[config.mk]
export PLATFORM = sky130hd
export DESIGN_NAME = serial_paralelo_tx
export DESIGN_NICKNAME = d
export VERILOG_FILES = /design/src/rtl/serial_pkg.sv /design/src/rtl/serial_paralelo_tx_piso.sv /design/src/rtl/serial_paralelo_tx.sv
export SDC_FILE = /design/constraint.sdc
export NUM_CORES = 1
export LEC_CHECK = 0
export BUFFER_PORTS_ARGS = -buffer_cell sky130_fd_sc_hd__buf_2
export CAP_MARGIN = 40
export CELL_PAD_IN_SITES_DETAIL_PLACEMENT = 2
export CELL_PAD_IN_SITES_GLOBAL_PLACEMENT = 2
export CORE_UTILIZATION = 38
export DETAILED_ROUTE_END_ITERATION = 6
export PLACE_DENSITY = 0.78
export SYNTH_ARGS = -nofsm -noshare
export SYNTH_HDL_FRONTEND = slang
export SYNTH_SLANG_ARGS = --single-unit
[constraint.sdc]
create_clock -name clk_32f -period 4.8 [get_ports clk_32f]
set_input_delay 0.48 -clock clk_32f [delete_from_list [all_inputs] [get_ports clk_32f]]
set_output_delay 0.48 -clock clk_32f [all_outputs]
set_load 0.01 [all_outputs]
[src/rtl/serial_pkg.sv]
`default_nettype none
// +----------------------------------------------------------------------+
// | Module   : serial_pkg                                                |
// | Purpose  : Shared constants and state encoding for the serial link   |
// |            (transmitter and receiver sides).                         |
// | Contents : COMMA_BC, BYTE_W, CNT_W, state_t, bc_sat_inc()            |
// | Revision : 1.0 - initial release                                     |
// +----------------------------------------------------------------------+
package serial_pkg;

   localparam logic [7:0] COMMA_BC = 8'hBC;
   localparam int         BYTE_W   = 8;
   localparam int         CNT_W    = 3;

   // Encoding is shared with the receiver, so the values are pinned.
   typedef enum logic [1:0] {
      RST = 2'd0,
      PRE = 2'd1,
      ACT = 2'd2
   } state_t;

   // 4-bit saturating increment used by the comma counters.
   function automatic logic [3:0] bc_sat_inc(input logic [3:0] v);
      return (v == 4'hF) ? v : v + 4'd1;
   endfunction

endpackage : serial_pkg
`default_nettype wire

[src/rtl/serial_paralelo_tx_piso.sv]
`default_nettype none
// +----------------------------------------------------------------------+
// | Module   : serial_piso_shift                                         |
// | Purpose  : 8-bit load/shift register with 3-bit bit counter and a    |
// |            byte-boundary strobe (cnt == 7).                          |
// | Ports    : clk, reset   - clock / sync active-high reset             |
// |            en           - shift and count when not loading           |
// |            load         - load load_byte, restart bit counter        |
// |            load_byte    - next byte to serialise                     |
// |            msb          - current serial bit (registered sh[7])      |
// |            cnt          - bit counter                                |
// |            boundary     - last bit of the current byte               |
// | Revision : 1.0 - initial release                                     |
// +----------------------------------------------------------------------+
module serial_piso_shift
   import serial_pkg::*;
(
   input  logic              clk,
   input  logic              reset,
   input  logic              en,
   input  logic              load,
   input  logic [BYTE_W-1:0] load_byte,
   output logic              msb,
   output logic [CNT_W-1:0]  cnt,
   output logic              boundary
);

   logic [BYTE_W-1:0] sh_q, sh_d;
   logic [CNT_W-1:0]  cnt_q, cnt_d;

   // A load always restarts the counter; at a boundary this coincides
   // with the natural 7 -> 0 wrap, and on leaving RST it starts at 0.
   always_comb begin
      sh_d  = sh_q;
      cnt_d = cnt_q;
      if (load) begin
         sh_d  = load_byte;
         cnt_d = '0;
      end else if (en) begin
         sh_d  = {sh_q[BYTE_W-2:0], 1'b0};
         cnt_d = cnt_q + 1'b1;
      end
   end

   always_ff @(posedge clk) begin
      if (reset) begin
         sh_q  <= '0;
         cnt_q <= '0;
      end else begin
         sh_q  <= sh_d;
         cnt_q <= cnt_d;
      end
   end

   assign msb      = sh_q[BYTE_W-1];
   assign cnt      = cnt_q;
   assign boundary = (cnt_q == 3'd7);

endmodule : serial_piso_shift
`default_nettype wire

[src/rtl/serial_paralelo_tx.sv]
`default_nettype none
// +----------------------------------------------------------------------+
// | Module   : serial_paralelo_tx                                        |
// | Purpose  : Parallel-to-serial transmitter. After reset sends         |
// |            BC_PREAMBLE comma bytes, then streams accepted bytes MSB  |
// |            first, filling empty byte slots with COMMA.               |
// | Ports    : clk_32f   - serial bit clock                              |
// |            reset     - synchronous active-high reset                 |
// |            data_in   - parallel byte, valid_in qualifies it          |
// |            ready_out - byte accepted when valid_in && ready_out      |
// |            data_out  - serial stream, MSB first                      |
// |            active    - preamble complete                             |
// |            idle_out  - byte on the wire is idle fill                 |
// |            BC_counter- commas loaded since reset, saturating at 15   |
// |                        (only with SER_TX_BC_COUNT_EN defined)        |
// | Options  : `define SER_TX_BC_COUNT_EN adds the BC_counter output.    |
// | Revision : 1.0 - initial release                                     |
// +----------------------------------------------------------------------+
module serial_paralelo_tx
   import serial_pkg::*;
#(
   parameter int          BC_PREAMBLE = 4,
   parameter logic [7:0]  COMMA       = COMMA_BC
) (
   input  logic              clk_32f,
   input  logic              reset,
   input  logic [BYTE_W-1:0] data_in,
   input  logic              valid_in,
   output logic              ready_out,
   output logic              data_out,
   output logic              active,
`ifdef SER_TX_BC_COUNT_EN
   output logic [3:0]        BC_counter,
`endif
   output logic              idle_out
);

   localparam logic [3:0] c_preamble = 4'(BC_PREAMBLE);

   state_t            state_q, state_d;
   logic [3:0]        pre_cnt_q, pre_cnt_d;
   logic [BYTE_W-1:0] buf_q, buf_d;
   logic              buf_full_q, buf_full_d;
   logic              active_q, active_d;
   logic              idle_q, idle_d;

   logic              load;
   logic [BYTE_W-1:0] load_byte;
   logic [CNT_W-1:0]  cnt;
   logic              boundary;

   serial_piso_shift u_piso (
      .clk       (clk_32f),
      .reset     (reset),
      .en        (state_q != RST),
      .load      (load),
      .load_byte (load_byte),
      .msb       (data_out),
      .cnt       (cnt),
      .boundary  (boundary)
   );

   // At the boundary the buffer drains into the shifter, so a new byte
   // can be taken on that same edge even though the buffer is full.
   assign ready_out = active_q && (!buf_full_q || (cnt == 3'd7));

   always_comb begin
      state_d    = state_q;
      pre_cnt_d  = pre_cnt_q;
      buf_d      = buf_q;
      buf_full_d = buf_full_q;
      active_d   = active_q;
      idle_d     = idle_q;
      load       = 1'b0;
      load_byte  = COMMA;
      case (state_q)
         RST: begin
            load      = 1'b1;
            state_d   = PRE;
            pre_cnt_d = 4'd1;
            idle_d    = 1'b1;
         end
         PRE: begin
            if (boundary) begin
               load = 1'b1;
               if (pre_cnt_q == c_preamble) begin
                  state_d  = ACT;
                  active_d = 1'b1;
               end else begin
                  pre_cnt_d = pre_cnt_q + 4'd1;
               end
            end
         end
         ACT: begin
            if (boundary) begin
               load = 1'b1;
               if (buf_full_q) begin
                  load_byte  = buf_q;
                  buf_full_d = 1'b0;
                  idle_d     = 1'b0;
               end else begin
                  idle_d = 1'b1;
               end
            end
            // Evaluated after the drain so accept-and-drain keeps it full.
            if (valid_in && ready_out) begin
               buf_d      = data_in;
               buf_full_d = 1'b1;
            end
         end
         default: state_d = RST;
      endcase
   end

   always_ff @(posedge clk_32f) begin
      if (reset) begin
         state_q    <= RST;
         pre_cnt_q  <= 4'd0;
         buf_q      <= '0;
         buf_full_q <= 1'b0;
         active_q   <= 1'b0;
         idle_q     <= 1'b1;
      end else begin
         state_q    <= state_d;
         pre_cnt_q  <= pre_cnt_d;
         buf_q      <= buf_d;
         buf_full_q <= buf_full_d;
         active_q   <= active_d;
         idle_q     <= idle_d;
      end
   end

   assign active   = active_q;
   assign idle_out = idle_q;

`ifdef SER_TX_BC_COUNT_EN
   // Every load that is comma fill (preamble or idle) sets idle_d, while
   // data loads clear it, so data bytes equal to COMMA are not counted.
   logic [3:0] bc_cnt_q;
   logic       bc_inc;

   assign bc_inc = load && idle_d;

   always_ff @(posedge clk_32f) begin
      if (reset) begin
         bc_cnt_q <= 4'd0;
      end else if (bc_inc) begin
         bc_cnt_q <= bc_sat_inc(bc_cnt_q);
      end
   end

   assign BC_counter = bc_cnt_q;
`endif

endmodule : serial_paralelo_tx
`default_nettype wire

==> metrics.md <==
| Metric | Value |
|---|---|
| Outcome | `finished clean` |
| # setup viols final | `0` |
| Pwr per Cell Area | `346 mW/mm2` |
| Post-layout min period | `2.16 ns` |
| DRT Pass-1 Iters | `4` |
| Initial antenna violation count | `0` |
| Detail Placement HPWL | `2.69 mm` |
| CTS Root Cell | `clkbuf_8` |
| Die height | `approximately 63 um` |
| Area Overhead vs Synth | `10.2%` |
| Synth async-reset ratio | `0%` |
| Hold/Removal Path Class | `input pin to flip-flop` |
| Worst Skew | `roughly 0.0070 ns` |
| Starting Density | `40.9%` |
| Leakage | `0.632 nW` |
| Synth Instances | `155` |
| Syn_nets | `between 150 and 200` |
| Worst Hold Launch | `data_in[7]` |
| Core area | `0.00344 mm2` |
| Fin. max-slew vios | `0` |
| Register area share after synthesis | `39.8%` |
| Share of the synthesized area in the top cell type | `39.8%` |
| Highest Clock Rate | `463 MHz` |
| Type of element launching the critical path | `flip-flop` |
| I/O pins | `15` |
| Clock Path Buffers | `2` |
| CTS tree | `done` |
| Top Family by Delay on Critical Path | `adder cells` |
| Inserted Clock Buffers | `3` |
| Pre-CTS setup slack | `2.89 ns` |
| Crit. End Element | `output port` |
| Crit path arrival time | `1.68 ns` |
| Hold buffers post-CTS | `0` |
| Critical path class | `flip-flop to output port` |
| Maximum fanout along the worst path | `10` |
| Switching Fraction | `26.8%` |
| Sum Neg Setup Slack | `0 ns` |
| Buf+Inv Stages, Crit Path | `2` |
| Net Sw Power | `144 uW` |
| Total track usage | `20.3%` |
| Layout Nets | `184` |
| Slowest-stage cell, CP | `ha_1` |
| Final wirelength | `3.62 mm` |
| Comb pwr share | `16.5%` |
| Reg power frac | `between 40% and 50%` |
| Rel. slew slack | `53.2%` |
| Clock share of power | `35.9%` |
| I/O Buffers | `14` |
| Syn Area/Cell | `9.08 um2` |
| CP startpoint | `u_piso.cnt[0]$_SDFFE_PP0N_` |
| Placer Congestion | `0.717` |
| Synth Cell Area | `0.00141 mm2` |
| Global-route wire length before repair | `6.17 mm` |
| Vias per inst | `5.52` |
| Post_cts resized | `0` |
| Vias | `between 1,000 and 1,500` |
| CP required | `about 4.3 ns` |
| Post-DP Area | `0.00148 mm2` |
| Unrepaired setup endpoints after global routing | `false` |
| Final worst setup slack | `between 2 and 3 ns` |
| Antenna cells | `0` |
| Cell Chain, Critical Path | `ha_1 -> ha_1 -> inv_1 -> a21boi_0 -> buf_2` |
| TritonCTS sink count | `28` |
| Crit path top cell by count | `ha_1` |
| Most frequent cells after synthesis | `dfxtp_1, nand2_1, inv_1` |
| Share of layout cells above drive strength 1 | `16.0%` |
| DIE AREA | `between 0.003 and 0.004 mm2` |
| Seq cells post-synth | `28` |
| Clock-pin slew on the worst setup and hold paths | `around 0.10 ns` |
| DRC | `0` |
| Number of cell rows | `21` |
| Maxcap violations | `0` |
| Post-synth EDFFs | `0` |
| Cell internal pwr | `roughly 390 uW` |
| CTS H-tree depth | `1` |
| Fin area | `0.00155 mm2` |
| Worst r2r src | `u_piso.cnt[0]$_SDFFE_PP0N_` |
| Final Cycle Share | `45.0%` |
| Unique cell type count in the Yosys netlist | `40` |
| Fin. Hold Viols | `0` |
| DR WL/cell | `17.3 um` |
| Routed Antenna Nets | `0` |
| Crit-path max cell delay | `0.40 ns` |
| Max VDD drop | `around 120 uV` |
| Die Wd | `62.9 um` |
| Top cells by area in the synthesized netlist | `dfxtp_1, mux2i_1, ha_1` |
| Largest net degree at the start of global routing | `24` |
| Syn. warnings | `0` |
| Actual slew at the worst max-slew pin | `0.701 ns` |
| Clock Latency Late Sink | `0.29 ns` |
| Cell with the most instances after synthesis | `dfxtp_1` |
| Gr ovfl total | `0` |
| Leading area contributor after synthesis | `dfxtp_1` |
| Top_reg_cell synth | `dfxtp_1` |
| Post-CTS Setup Inserts | `0` |
| Vias in the first global route | `1,252` |
| DR iter-0 viols | `39` |
==> cell families after synthesis <==
group                    Yosys count  synth area share [%]
AND/OR/NAND/NOR                   47                  16.7
AO/OA/AOI/OAI                     33                  17.9
flip-flops                        28                  39.8
buffers and inverters             24                  7.64
multiplexers                      13                  9.33
adder cells (fa/ha/maj)            9                  8.00
XOR/XNOR                           1                 0.622
==> power groups by stage <==
stage	combinational [mW]	clock [mW]	sequential [mW]
2_1_floorplan	0.0675	0	0.258
3_3_place_gp	0.0840	0	0.260
3_5_place_dp	0.0894	0	0.261
4_1_cts	0.0899	0.197	0.256
5_1_grt	0.0991	0.206	0.258
6_report	0.0889	0.193	0.256
==> sequential cells by signal, indices dropped and copies added, names as in the netlist <==
| signal | flops |
|---|---|
| idle_out | 1 |
| u_piso.sh_q | 8 |
| state_q | 2 |
| buf_q | 8 |
| buf_full_q | 1 |
| u_piso.cnt | 3 |
| active | 1 |
| pre_cnt_q | 4 |
==> area by class of cell <==
type                            instances  area [um2]
Multi-Input combinational cell        103         739
Clock inverter                          1        30.0
Inverter                               14        52.6
Tap cell                               46        57.6
Clock buffer                            3        41.3
Timing Repair Buffer                   14        70.1
Sequential cell                        28         561
Fill cell                             400        1890
==> path summary, 6_finish.rpt <==
kind,to,slack (ns),cells past startpoint
max,ready_out,2.64,5
min,buf_q[7]$_SDFFE_PP0P_,0.43,3
max reg2reg,buf_q[4]$_SDFFE_PP0P_,2.91,4
min reg2reg,buf_q[7]$_SDFFE_PP0P_,0.47,2
==> per-layer routing <==
layer / global-route usage [%] / routed length [um] / part of all wire [%]
met5: 0 / 0 / 0
met1: 26.5 / 1720 / 48
met4: 6.10 / 49 / 1.4
met2: 33.9 / 1780 / 49
met3: 3.28 / 64 / 1.8
==> metrics by stage <==
step / hold WS, ns / utilization, % / instances / power (mW)
after CTS: 0.424 / 45.1 / 209 / 0.543
after global placement: 0.447 / 43.0 / 205 / 0.344
after global routing: 0.438 / 45.1 / 209 / 0.563
final: 0.427 / 45.1 / 209 / 0.537
after detailed placement: 0.463 / 43.0 / 205 / 0.350
after floorplan: 0.432 / - / 155 / 0.326
==> cells in the final DEF, fill, tap and decap left out, types with 2 or more instances in the layout <==
master and instances:
nand3_1 3, dfxtp_1 28, ha_1 9, a32oi_1 3
o2bb2ai_1 2, inv_1 14, and4b_1 2, a21oi_1 11
nand2_1 21, buf_2 14, clkbuf_8 3, nor3_1 2
nand2b_1 2, nor2_1 8, mux2i_1 12, o221a_2 5
o21a_1 2
==> worst register-to-register path: stages (launching register included) <==
cell	delay, ns
dfxtp_1	0.36
ha_1	0.19
ha_1	0.40
o2111a_1	0.59
mux2i_1	0.28
(Power assumes the default switching activity.)
